## config.mk

```make
export PLATFORM = sky130hd
export DESIGN_NAME = framer_burst_sched
export DESIGN_NICKNAME = d
export VERILOG_FILES = /design/src/rtl/framer_burst_sched.sv
export SDC_FILE = /design/constraint.sdc
export NUM_CORES = 1
export LEC_CHECK = 0
export CORE_MARGIN = 10
export CORE_UTILIZATION = 47
export DETAILED_ROUTE_END_ITERATION = 8
export PLACE_DENSITY_LB_ADDON = 0.05
export RECOVER_POWER = 100
export SLEW_MARGIN = 20
export SYNTH_ARGS = -nofsm -noshare
export SYNTH_HDL_FRONTEND = slang
export SYNTH_SLANG_ARGS = --single-unit
export TNS_END_PERCENT = 50
```

## constraint.sdc

```tcl
create_clock -name clk -period 4.4 [get_ports clk]
set_input_delay 1.1 -clock clk [delete_from_list [all_inputs] [get_ports clk]]
set_output_delay 1.1 -clock clk [all_outputs]
set_load 0.01 [all_outputs]
```

## src/rtl/framer_burst_sched.sv

```systemverilog
// Burst scheduler: arbitrates two requesters, programs the framer over the
// settings bus, then waits for frame start/end and reports completion.
module framer_burst_sched #(
  parameter int SR_FRAME_LEN            = 0,
  parameter int SR_GAP_LEN              = 1,
  parameter int SR_OFFSET               = 2,
  parameter int SR_NUMBER_SYMBOLS_SHORT = 4,
  parameter int TIMEOUT_W               = 24
) (
  input  logic                 clk,
  input  logic                 reset,
  input  logic                 clear,
  input  logic [1:0]           req_valid,
  output logic [1:0]           req_ready,
  input  logic [127:0]         req_cfg,
  output logic                 set_stb,
  output logic [7:0]           set_addr,
  output logic [31:0]          set_data,
  input  logic                 framer_sof,
  input  logic                 framer_eof,
  input  logic [TIMEOUT_W-1:0] timeout_cycles,
  output logic                 done_valid,
  input  logic                 done_ready,
  output logic                 done_id,
  output logic [1:0]           done_status,
  output logic                 busy
);

  localparam logic [7:0] A_FRAME = 8'(SR_FRAME_LEN);
  localparam logic [7:0] A_GAP   = 8'(SR_GAP_LEN);
  localparam logic [7:0] A_OFF   = 8'(SR_OFFSET);
  localparam logic [7:0] A_NSYM  = 8'(SR_NUMBER_SYMBOLS_SHORT);

  typedef enum logic [2:0] {
    IDLE,
    WR_FRAME,
    WR_GAP,
    WR_OFFSET,
    WR_NSYM,
    WAIT_SOF,
    WAIT_EOF,
    REPORT
  } state_t;

  state_t               state;
  logic                 last;
  logic [47:0]          cfg_q;
  logic [TIMEOUT_W-1:0] tcnt;
  logic                 sof_q;
  logic                 eof_q;

  logic        rst_hit;
  logic        any_req;
  logic        gnt_id;
  logic [63:0] sel_cfg;
  logic        sof_rise;
  logic        eof_rise;
  logic        tmo_hit;

  assign rst_hit  = !reset || clear;
  assign any_req  = |req_valid;
  assign sel_cfg  = gnt_id ? req_cfg[127:64] : req_cfg[63:0];
  assign sof_rise = framer_sof & ~sof_q;
  assign eof_rise = framer_eof & ~eof_q;
  assign tmo_hit  = (timeout_cycles != '0) &&
                    (tcnt == timeout_cycles - TIMEOUT_W'(1));
  assign busy     = (state != IDLE);

  // `last` holds the requester served most recently; ties go to the other.
  always_comb begin
    gnt_id = req_valid[1];
    if (&req_valid) gnt_id = ~last;
  end

  always_comb begin
    req_ready = 2'b00;
    if (state == IDLE && !rst_hit && any_req)
      req_ready = gnt_id ? 2'b10 : 2'b01;
  end

  always_ff @(posedge clk) begin
    if (rst_hit) begin
      state       <= IDLE;
      last        <= 1'b1;
      cfg_q       <= '0;
      tcnt        <= '0;
      sof_q       <= 1'b0;
      eof_q       <= 1'b0;
      set_stb     <= 1'b0;
      set_addr    <= '0;
      set_data    <= '0;
      done_valid  <= 1'b0;
      done_id     <= 1'b0;
      done_status <= 2'b00;
    end else begin
      sof_q <= framer_sof;
      eof_q <= framer_eof;
      unique case (state)
        IDLE: begin
          if (any_req) begin
            last    <= gnt_id;
            cfg_q   <= sel_cfg[47:0];
            done_id <= gnt_id;
            if (sel_cfg[63:48] == 16'h0) begin
              state       <= REPORT;
              done_valid  <= 1'b1;
              done_status <= 2'b10;
            end else begin
              state    <= WR_FRAME;
              set_stb  <= 1'b1;
              set_addr <= A_FRAME;
              set_data <= {16'h0, sel_cfg[63:48]};
            end
          end
        end
        WR_FRAME: begin
          state    <= WR_GAP;
          set_addr <= A_GAP;
          set_data <= {16'h0, cfg_q[47:32]};
        end
        WR_GAP: begin
          state    <= WR_OFFSET;
          set_addr <= A_OFF;
          set_data <= {16'h0, cfg_q[31:16]};
        end
        WR_OFFSET: begin
          state    <= WR_NSYM;
          set_addr <= A_NSYM;
          set_data <= {16'h0, cfg_q[15:0]};
        end
        WR_NSYM: begin
          state   <= WAIT_SOF;
          set_stb <= 1'b0;
          tcnt    <= '0;
        end
        WAIT_SOF: begin
          if (tcnt != '1) tcnt <= tcnt + TIMEOUT_W'(1);
          if (tmo_hit) begin
            state       <= REPORT;
            done_valid  <= 1'b1;
            done_status <= 2'b01;
          end else if (sof_rise) begin
            state <= WAIT_EOF;
          end
        end
        WAIT_EOF: begin
          if (tcnt != '1) tcnt <= tcnt + TIMEOUT_W'(1);
          // A burst that ends on the deadline cycle still counts as done.
          if (eof_rise) begin
            state       <= REPORT;
            done_valid  <= 1'b1;
            done_status <= 2'b00;
          end else if (tmo_hit) begin
            state       <= REPORT;
            done_valid  <= 1'b1;
            done_status <= 2'b01;
          end
        end
        REPORT: begin
          if (done_ready) begin
            state      <= IDLE;
            done_valid <= 1'b0;
          end
        end
        default: state <= IDLE;
      endcase
    end
  end

endmodule

```

; ---- After elaboration in Yosys (flattened, before gate mapping)
; Cells that the tools add are included.
[classes]
reduce_logical = 25
eq_ne = 16
addsub = 2
bitwise_logic = 5
mux = 34
[ops]
columns = operator, count
row1 = case mux 32 bit (4 select lines), 1
row2 = 2-to-1 mux 32 bit, 2
row3 = 2-to-1 mux 64 bit, 1
row4 = case mux 24 bit (2 select lines), 1
row5 = case mux 8 bit (4 select lines), 1
row6 = "adder 24 x 1 -> 24 bit, second input constant", 1
row7 = == test 24 bit, 1
row8 = 2-to-1 mux 24 bit, 1
row9 = "!= test 24 bit, second input constant", 1
row10 = case mux 3 bit (8 select lines), 1
row11 = nonzero test 24 bit, 1
row12 = "subtractor 24 x 1 -> 24 bit, second input constant", 1
row13 = 2-to-1 mux 3 bit, 7
row14 = logical NOT 16 bit, 1
row15 = 2-to-1 mux 8 bit, 2
row16 = "== test 3 bit, second input constant", 4
row17 = 2-to-1 mux 2 bit, 6
row18 = AND reduction 3 bit, 3
row19 = 2-to-1 mux 1 bit, 8
row20 = AND reduction 4 bit, 2
row21 = nonzero test 4 bit, 2
row22 = "== test 3 x 2 -> 1 bit, second input constant", 2
row23 = "!= test 2 bit, second input constant", 3
row24 = "!= test 3 bit, second input constant", 2
row25 = other kinds (15), 27
[totals]
out_inout_bits = 48
elab_cells = 94
inputBits = 160
regBits = 123

; ---- Longest topological paths before layout
; Gate-level depths: netlist (run 1).
[logic_depth]
ltp_word = 7
depth_mapped = 11
mapped_depth_nobuf = 9

; ---- Worst setup path before layout (run 1)
; No wires, ideal clock.
[synth_path]
path_kind = input-to-reg
from = input timeout_cycles[0]
to = register state[0]
path_buffers = 1
t_arrival_ns = 3.979
t_required_ns = 4.279
cell_stages = 10
path_slack_ns = 0.300
setup_time_ns = 0.121
cell_sequence = inv_1 -> ha_1 -> or4b_1 -> buf_2 -> or4_2 -> nor4b_1 -> o22ai_1 -> or4_4 -> nor4_4 -> mux2_4
[synth_between]
elab_chain_cells = 5
word_cells_on_any_way = 9
classes_between = add/sub: 1 / eq/ne: 3 / mux: 2 / reduce/logical: 3
[synth_lines]
columns = item, line
row1 = from (decl), 21  ; input logic [TIMEOUT_W-1:0] timeout_cycles,
row2 = subtractor 24 x 1 -> 24 bit, 66  ; (tcnt == timeout_cycles - TIMEOUT_W'(1));
row3 = == test 24 bit, 66
row4 = logical AND 1 bit *, 65  ; assign tmo_hit = (timeout_cycles != '0) &&
row5 = 2-to-1 mux 3 bit / != test 3 bit (equally long branches), n/a
row6 = case mux 3 bit (8 select lines) / AND reduction 4 bit (equally long branches), n/a
row7 = to (signal assigned), 105  ; state <= REPORT;
row8 = to (signal assigned), 139  ; state <= REPORT;
row9 = to (signal assigned), 143  ; state <= WAIT_EOF;
row10 = to (decl), 45  ; state_t state;
; Mark *: on every way between the ends. The rest lies on a longest branch, timed or not.
; A chain may end at the register's enable or synchronous reset.

; ---- Final worst setup path (run 1)
; Same ends and word-level chain as after synthesis.

==> reports/qor.csv, run 1 <==
stage,metric,value,unit
floorplan,Die X,136,um
clock_tree,htree depth,3,
drt,First DRT Iteration DRCs,370,
min_path,Hold Path Sink,set_stb,
place,dpl hpwl,16100,um
global_routing,pin count of the biggest net entering global routing,99,
drt,WL/cell,18.0,um
final_layout,footprint of the multi-input gates,3910,um2
worst_setup_path,r2r endpoint,cfg_q[16],
synthesis,most frequently used flop master after synthesis,dfxtp_1,
synthesis,Post-Syn Area,6360,um2
place,GPL Wtd Cong,0.886,
drt,final wirelength,20200,um
power,Worst VDD drop,0.214,mV
synthesis,Seq cells post-synth,102,
timing,clk_skew,0.00766,ns
final_layout,layout cells sized above 1,6.45,%
worst_setup_path,CP Capture Type,register,
worst_setup_path,Worst setup SP type,input pin,
floorplan,std cell rows,42,
clock_tree,post-CTS setup-driven buffer insertion count,0,
min_path,WHS Path Cells,2,
clock_tree,clock buffer depth,2,
global_routing,first-pass GRT wire length,32400,um
drt,TritonRoute pass-1 iters,5,
final_layout,register area,2040,um2
synthesis,ys async rst share,0,%
clock_tree,Root Driver,clkbuf_16,
run_status,failing checks,"max-capacitance violations, max-slew violations",
final_layout,Fillers,1172,
worst_setup_path,CP Data Required Time,4.65,ns
timing,Final Critical Period,4.15,ns
worst_setup_path,critical path type,input pin to register,
timing,Slew @ Worst Pin,1.77,ns
min_path,Hold Path Origin,set_stb,
power,switching part of the total,26.2,%
place,I/O Buffers,186,
flow_run,max-cap violations,1,
worst_setup_path,Reg2Reg Setup Slack,1.30,ns
floorplan,Core Area,13200,um2
synthesis,Yosys cell types,69,
worst_setup_path,Worst EP arrival,4.39,ns
global_routing,gr usage total,21.5,%
clock_tree,CTS sink count,102,
worst_setup_path,CP max-delay cell,or4_2,
final_layout,post-route core utilization,65.5,%
synthesis,post-synthesis area per instance,8.18,um2
power,clock share of power,37.8,%
drt,ANT nets after route,0,
worst_setup_path,largest stage delay on the critical path,0.61,ns
min_path,min-delay worst type,register to register,
timing,Max Freq,241,MHz
synthesis,number of flops mapped to enable cells by yosys,0,
clock_tree,CTS tree,built,
global_routing,vias in the first global route,6363,
worst_setup_path,CP Max Fanout,2,
timing,RSZ-0062 raised after global routing,no,
final_layout,Layout area overhead,36.4,%
worst_setup_path,FF-to-FF path depth,6,
floorplan,I/O Pins,208,
global_routing,total gr overflow,0,
power,Psw,0.645,mW
global_routing,initial antenna violation count,0,
worst_setup_path,reg-to-reg startpoint,state[0],
synthesis,Synth Warn #,0,
timing,final count of hold timing violations,0,
timing,Tcrit/Tclk final,94.2,%
run_status,outcome,finished with violations,
drt,Vias,6203,
power,Pint,1.82,mW
timing,Slew Limit Fails,99,
timing,Slew HR,-17.9,%
floorplan,die height,136,um
synthesis,Post-Synthesis Cells,777,
synthesis,post-synthesis sequential area ratio,32.1,%
floorplan,Initial Util,48.0,%
drt,DRC viols,0,
drt,Vias/cell,5.52,
clock_tree,clock transition at the registers of the reported paths,0.07,ns
worst_setup_path,crit path cell chain,clkdlybuf4s50_1 -> inv_1 -> ha_1 -> or4b_1 -> or4_2 -> nor4b_2 -> o22ai_1 -> or4_4 -> nor4_4 -> mux2_1,
power,Flop pwr share,40.3,%
power,Power Density,284,nW/um2
timing,"Setup violations, final",0,
floorplan,Die ar.,18600,um2
power,Gate power share,21.9,%
timing,final hold slack,0.477,ns
clock_tree,worst skew pair latency,0.36,ns
clock_tree,Num CTS Buffers,9,
final_layout,Final #Nets,1103,
power,leak pwr,3.26,nW
==> power by group through the flow <==
stage	clock (mW)	sequential [mW]	combinational, mW
2_1_floorplan	0	1.01	0.292
3_3_place_gp	0	1.01	0.531
3_5_place_dp	0	1.01	0.540
4_1_cts	0.938	0.994	0.544
5_1_grt	0.978	0.998	0.591
6_report	0.930	0.993	0.538
==> layer usage <==
layer	GRT usage, %	wire length [um]	vias to the layer above
met4	6.63	313	0
li1	-	-	3112
met3	5.24	1430	18
met5	0	0	-
met2	35.3	9770	216
met1	27.2	8720	2857
==> cells in the final DEF (no fill, tap or decap), types with 19 or more instances in the layout <==
cell type          n
xnor2_1           32
nand2_1           37
clkdlybuf4s50_1  157
nor3_1            24
buf_4             24
dfxtp_1          101
nor2_1           118
a211oi_1          48
a21oi_1           30
conb_1            21
mux2i_1           91
inv_1             23
dlygate4sd3_1     29
nor4_1            19
==> metrics by stage <==
stage / setup slack [ns] / cells / cell area (um2) / total power [mW] / TNS (ns)
after global routing: 0.0541 / 1122 / 8670 / 2.57 / 0
after detailed placement: -0.151 / 1106 / 8340 / 1.55 / -0.551
final: 0.255 / 1123 / 8670 / 2.46 / 0
after global placement: -0.0791 / 1106 / 8340 / 1.54 / -0.164
after CTS: 0.210 / 1122 / 8690 / 2.48 / 0
after floorplan: 0.300 / 797 / 6430 / 1.30 / 0
==> worst max-delay path: cells and delay by family <==
kind                       cells  cell delay [ns]
buffers and inverters          2             0.52
muxes                          1             0.35
adders and majority gates      1             0.16
and+or+nand+nor                5             2.16
AOI/OAI and AO/OA              1             0.10
==> sequential cells by signal (all words and copies together) (netlist names) <==
signal       cells
cfg_q           48
sof_q            1
done_valid       1
set_addr         3
state            3
done_status      2
done_id          1
set_stb          1
last             1
tcnt            24
eof_q            1
set_data        16
==> kinds of logic (layout without fill, tap and decap cells) <==
logic type	Yosys count	count (layout)	synth area share, %
AND/OR/NAND/NOR	280	280	22.0
AO/OA/AOI/OAI	152	152	16.9
buffers and inverters	103	252	7.77
flip-flops	102	102	32.1
multiplexers	93	93	14.7
XOR/XNOR	44	44	6.06
adder cells (fa/ha/maj)	2	2	0.393
other	1	22	0.0590
==> synthesized netlist by cell type (2+ instances only) <==
cell,n,area share (%)
nor4_4,2,0.67
o31a_1,2,0.28
a2111oi_0,4,0.55
o32a_1,2,0.31
buf_6,3,0.53
or4_1,5,0.59
a21oi_1,31,2.4
nor4b_1,2,0.28
buf_1,8,0.47
a221oi_1,11,1.5
or2_2,3,0.30
mux2i_1,91,14
o22ai_1,12,1.2
and3_1,5,0.49
o21ai_0,12,0.94
buf_4,21,2.5
nor4_1,19,1.9
or3_2,2,0.24
nand4b_1,2,0.28
clkbuf_1,43,2.5
o21a_1,2,0.24
o32ai_1,2,0.28
xnor2_1,32,4.4
a311oi_1,4,0.55
inv_1,23,1.4
nand2_1,37,2.2
nand2b_1,7,0.69
buf_2,5,0.39
xor2_1,12,1.7
nor3_1,24,1.9
ha_1,2,0.39
nor2b_1,6,0.59
o2111ai_1,2,0.28
and2_1,6,0.59
or3_1,7,0.69
nand4_1,9,0.89
o211ai_1,4,0.47
a211oi_1,48,5.7
nand3_1,14,1.1
or4_4,2,0.35
nor2_1,119,7.0
and4_1,2,0.28
dfxtp_1,102,32
==> layout make-up <==
| type | count | area share [%] |
|---|---|---|
| inverters | 23 | 0.996 |
| clock inverters | 5 | 1.23 |
| clock buffers | 11 | 2.80 |
| diodes | 1 | 0.0289 |
| flip-flops and latches | 102 | 23.6 |
| repair buffers | 213 | 23.7 |
| well taps | 176 | 2.54 |
| multi-input cells | 592 | 45.1 |
==> timing repair <==
action / CTS / global route
setup endpoints to repair: 0 / 2
hold buffers: 0 / 0
resized for setup: 0 / 1
==> worst max-delay path by stage <==
stage,depth (start not counted),to,slack (ns),from
finish,10,state[0],0.25,timeout_cycles[0]
global route,11,state[0],0.05,timeout_cycles[0]
CTS,10,state[0],0.21,timeout_cycles[0]
detailed placement,10,state[0],-0.15,timeout_cycles[0]
global placement,10,state[0],-0.08,timeout_cycles[0]
floorplan,10,state[0],0.30,timeout_cycles[0]
Note: power is estimated with default switching activity, not from simulation.
==> run 2: changes to the inputs <==
--- a/config.mk
+++ b/config.mk
@@ -8,6 +8,7 @@
 export CORE_MARGIN = 10
 export CORE_UTILIZATION = 47
 export DETAILED_ROUTE_END_ITERATION = 8
+export HOLD_SLACK_MARGIN = 0.15
 export PLACE_DENSITY_LB_ADDON = 0.05
 export RECOVER_POWER = 100
 export SLEW_MARGIN = 20
==> results of run 2 <==
The final DEF is identical to that of run 1; final timing and power are the same.
==> run 3: changes to the inputs <==
--- a/config.mk
+++ b/config.mk
@@ -6,10 +6,11 @@
 export NUM_CORES = 1
 export LEC_CHECK = 0
 export CORE_MARGIN = 10
-export CORE_UTILIZATION = 47
+export CORE_UTILIZATION = 40
+export CTS_CLUSTER_SIZE = 16
 export DETAILED_ROUTE_END_ITERATION = 8
 export HOLD_SLACK_MARGIN = 0.15
-export PLACE_DENSITY_LB_ADDON = 0.05
+export PLACE_DENSITY = 0.71
 export RECOVER_POWER = 100
 export SLEW_MARGIN = 20
 export SYNTH_ARGS = -nofsm -noshare
==> run 3 against run 2 <==
  * Clock skew fell by 0.0017 ns
  * Critical path depth fell by 5
  * Via count fell by 1.7%
  * Sequential power fell by 0.5%
  * Utilization fell by 10 points
  * Design area rose by 0.26%
  * Critical endpoint is now req_ready[0]
  * Sequential share of layout area fell by 0.061 points
  * Worst hold slack got worse by 0.023 ns
  * The flow still finishes with violations (max-capacitance violations, max-slew violations)
  * Setup slack got worse by 0.086 ns
  * Clock power fell by 12%
==> reports/qor.csv, run 3 (synthesis results as in run 1) <==
stage,metric,value,unit,change
run_status,outcome,finished with violations,,
run_status,failing checks,"max-capacitance violations, max-slew violations",,
drt,final wirelength,19600,um,-3.2%
floorplan,Die X,146,um,+7.2%
drt,First DRT Iteration DRCs,473,,+28%
clock_tree,htree depth,3,,unchanged
floorplan,Core Area,15700,um2,+19%
drt,Vias,6098,,-1.7%
worst_setup_path,CP Max Fanout,7,,+5
timing,Max Freq,236,MHz,-2.0%
global_routing,vias in the first global route,6223,,-2.2%
final_layout,Layout area overhead,36.7,%,
floorplan,Die ar.,21300,um2,+15%
power,Worst VDD drop,0.173,mV,-19%
place,dpl hpwl,15700,um,-2.4%
place,I/O Buffers,186,,unchanged
final_layout,antenna cells,0,,-1
worst_setup_path,CP Capture Type,output port,,
timing,clk_skew,0.00599,ns,-0.00168 ns
final_layout,largest registers,"cfg_q x48, tcnt x24, set_data x16",,
clock_tree,Root Driver,clkbuf_16,,
clock_tree,clock buffer depth,2,,unchanged
timing,Final Critical Period,4.23,ns,+0.0858 ns
final_layout,Fillers,1511,,+29%
final_layout,Biggest register,cfg_q,,
final_layout,max FFs per register,48,,unchanged
timing,Setup TNS,0,ns,unchanged
power,Power Density,270,nW/um2,-4.9%
global_routing,pin count of the biggest net entering global routing,99,,unchanged
timing,"Setup violations, final",0,,unchanged
worst_setup_path,CP Data Required Time,3.30,ns,-1.35 ns
drt,TritonRoute pass-1 iters,5,,unchanged
place,Placed Cells,1149,,+3.9%
floorplan,std cell rows,46,,+9.5%
floorplan,die height,146,um,+7.2%
clock_tree,worst skew pair latency,0.34,ns,-0.02 ns
timing,Slew HR,-14.3,%,+3.6 points
clock_tree,CTS sink count,102,,unchanged
floorplan,I/O Pins,208,,unchanged
global_routing,initial antenna violation count,0,,unchanged
clock_tree,CTS Hold Bufs,0,,unchanged
global_routing,total gr overflow,0,,unchanged
final_layout,"commonest non-fill, non-tap cell in the layout",clkdlybuf4s50_1,,
global_routing,met2 usage,31.6,%,-3.7 points
global_routing,gr usage total,17.8,%,-3.7 points
final_layout,Final #Nets,1106,,+0.27%
min_path,WHS Path Cells,2,,unchanged
power,leak pwr,3.26,nW,-0.11%
clock_tree,post-CTS setup-driven buffer insertion count,0,,unchanged
drt,WL/cell,16.8,um,-6.7%
place,pre-CTS WS,-0.100,ns,+0.0510 ns
timing,final hold slack,0.454,ns,-0.0234 ns
floorplan,Initial Util,40.5,%,-7.5 points
global_routing,first-pass GRT wire length,31500,um,-2.9%
drt,Vias/cell,5.23,,-5.2%
worst_setup_path,FF-to-FF path depth,10,,+4
timing,Slew @ Worst Pin,1.71,ns,-0.0538 ns
final_layout,layout cells sized above 1,6.74,%,+0.30 points
min_path,min-delay worst type,register to register,,
timing,post-route setup slack,0.169,ns,-0.0858 ns
timing,Tcrit/Tclk final,96.2,%,+1.9 points
worst_setup_path,Worst setup SP type,input pin,,
clock_tree,CTS tree,built,,
drt,ANT nets after route,0,,unchanged
place,GPL Wtd Cong,0.900,,+1.6%
timing,final count of hold timing violations,0,,unchanged
global_routing,met1 Use GR,20.4,%,-6.8 points
worst_setup_path,critical path type,input pin to output port,,
clock_tree,clock transition at the registers of the reported paths,0.07,ns,about the same
clock_tree,CTS-repair resized insts,0,,unchanged
flow_run,max-cap violations,1,,unchanged
final_layout,most frequent cells in the layout,"clkdlybuf4s50_1 (158), nor2_1 (118), dfxtp_1 (101)",,
global_routing,GRT busiest layer,met2,,
global_routing,grt met3 use,4.98,%,-0.26 points
final_layout,"non-filler cells, final",1165,,+3.7%
final_layout,post-route core utilization,55.3,%,-10 points
worst_setup_path,Worst EP arrival,3.13,ns,-1.26 ns
clock_tree,Num CTS Buffers,9,,unchanged
timing,RSZ-0062 raised after global routing,no,,
drt,DRC viols,0,,unchanged
timing,Slew Limit Fails,99,,unchanged
==> run 3: area by class of cell <==
| cell class | count | area (um2) | share of cell area [%] |
|---|---|---|---|
| Clock buffer | 10 | 239 | 2.75 |
| Clock inverter | 6 | 68.8 | 0.792 |
| Inverter | 23 | 86.3 | 0.993 |
| Multi-Input combinational cell | 592 | 3910 | 44.9 |
| Sequential cell | 102 | 2040 | 23.5 |
| Tap cell | 216 | 270 | 3.11 |
| Timing Repair Buffer | 216 | 2080 | 23.9 |
==> run 3: stage by stage <==
| step | total power [mW] | area [um2] |
|---|---|---|
| global placement | 1.55 | 8410 |
| finish | 2.35 | 8690 |
| detailed placement | 1.56 | 8410 |
| global route | 2.46 | 8690 |
| floorplan | 1.30 | 6430 |
| CTS | 2.37 | 8720 |
==> run 3: worst paths after layout <==
check                    start            to  slack [ns]
setup / recovery  req_valid[0]  req_ready[0]        0.17
hold / removal         done_id       done_id        0.45
setup reg to reg          last  set_data[11]        1.56
hold reg to reg        done_id       done_id        0.45
==> run 3: report_power, final <==
part	leakage, nW	internal (mW)	switching (mW)
clock	0.149	0.461	0.353
sequential	0.832	0.966	0.0213
combinational	2.28	0.278	0.266
total	3.26	1.71	0.640
==> run 3: routing by layer <==
layer,wire length (um),vias up,share of wire [%]
met1,8130,2776,42
li1,-,3110,-
met2,9820,184,50
met4,442,0,2.3
met3,1180,28,6.0
met5,0,-,0
==> run 3: critical path: stages <==
cell and delay (ns):
dlygate4sd3_1 0.58, a21boi_0 0.47, clkbuf_2 0.35, nor3_1 0.10, clkdlybuf4s50_1 0.52
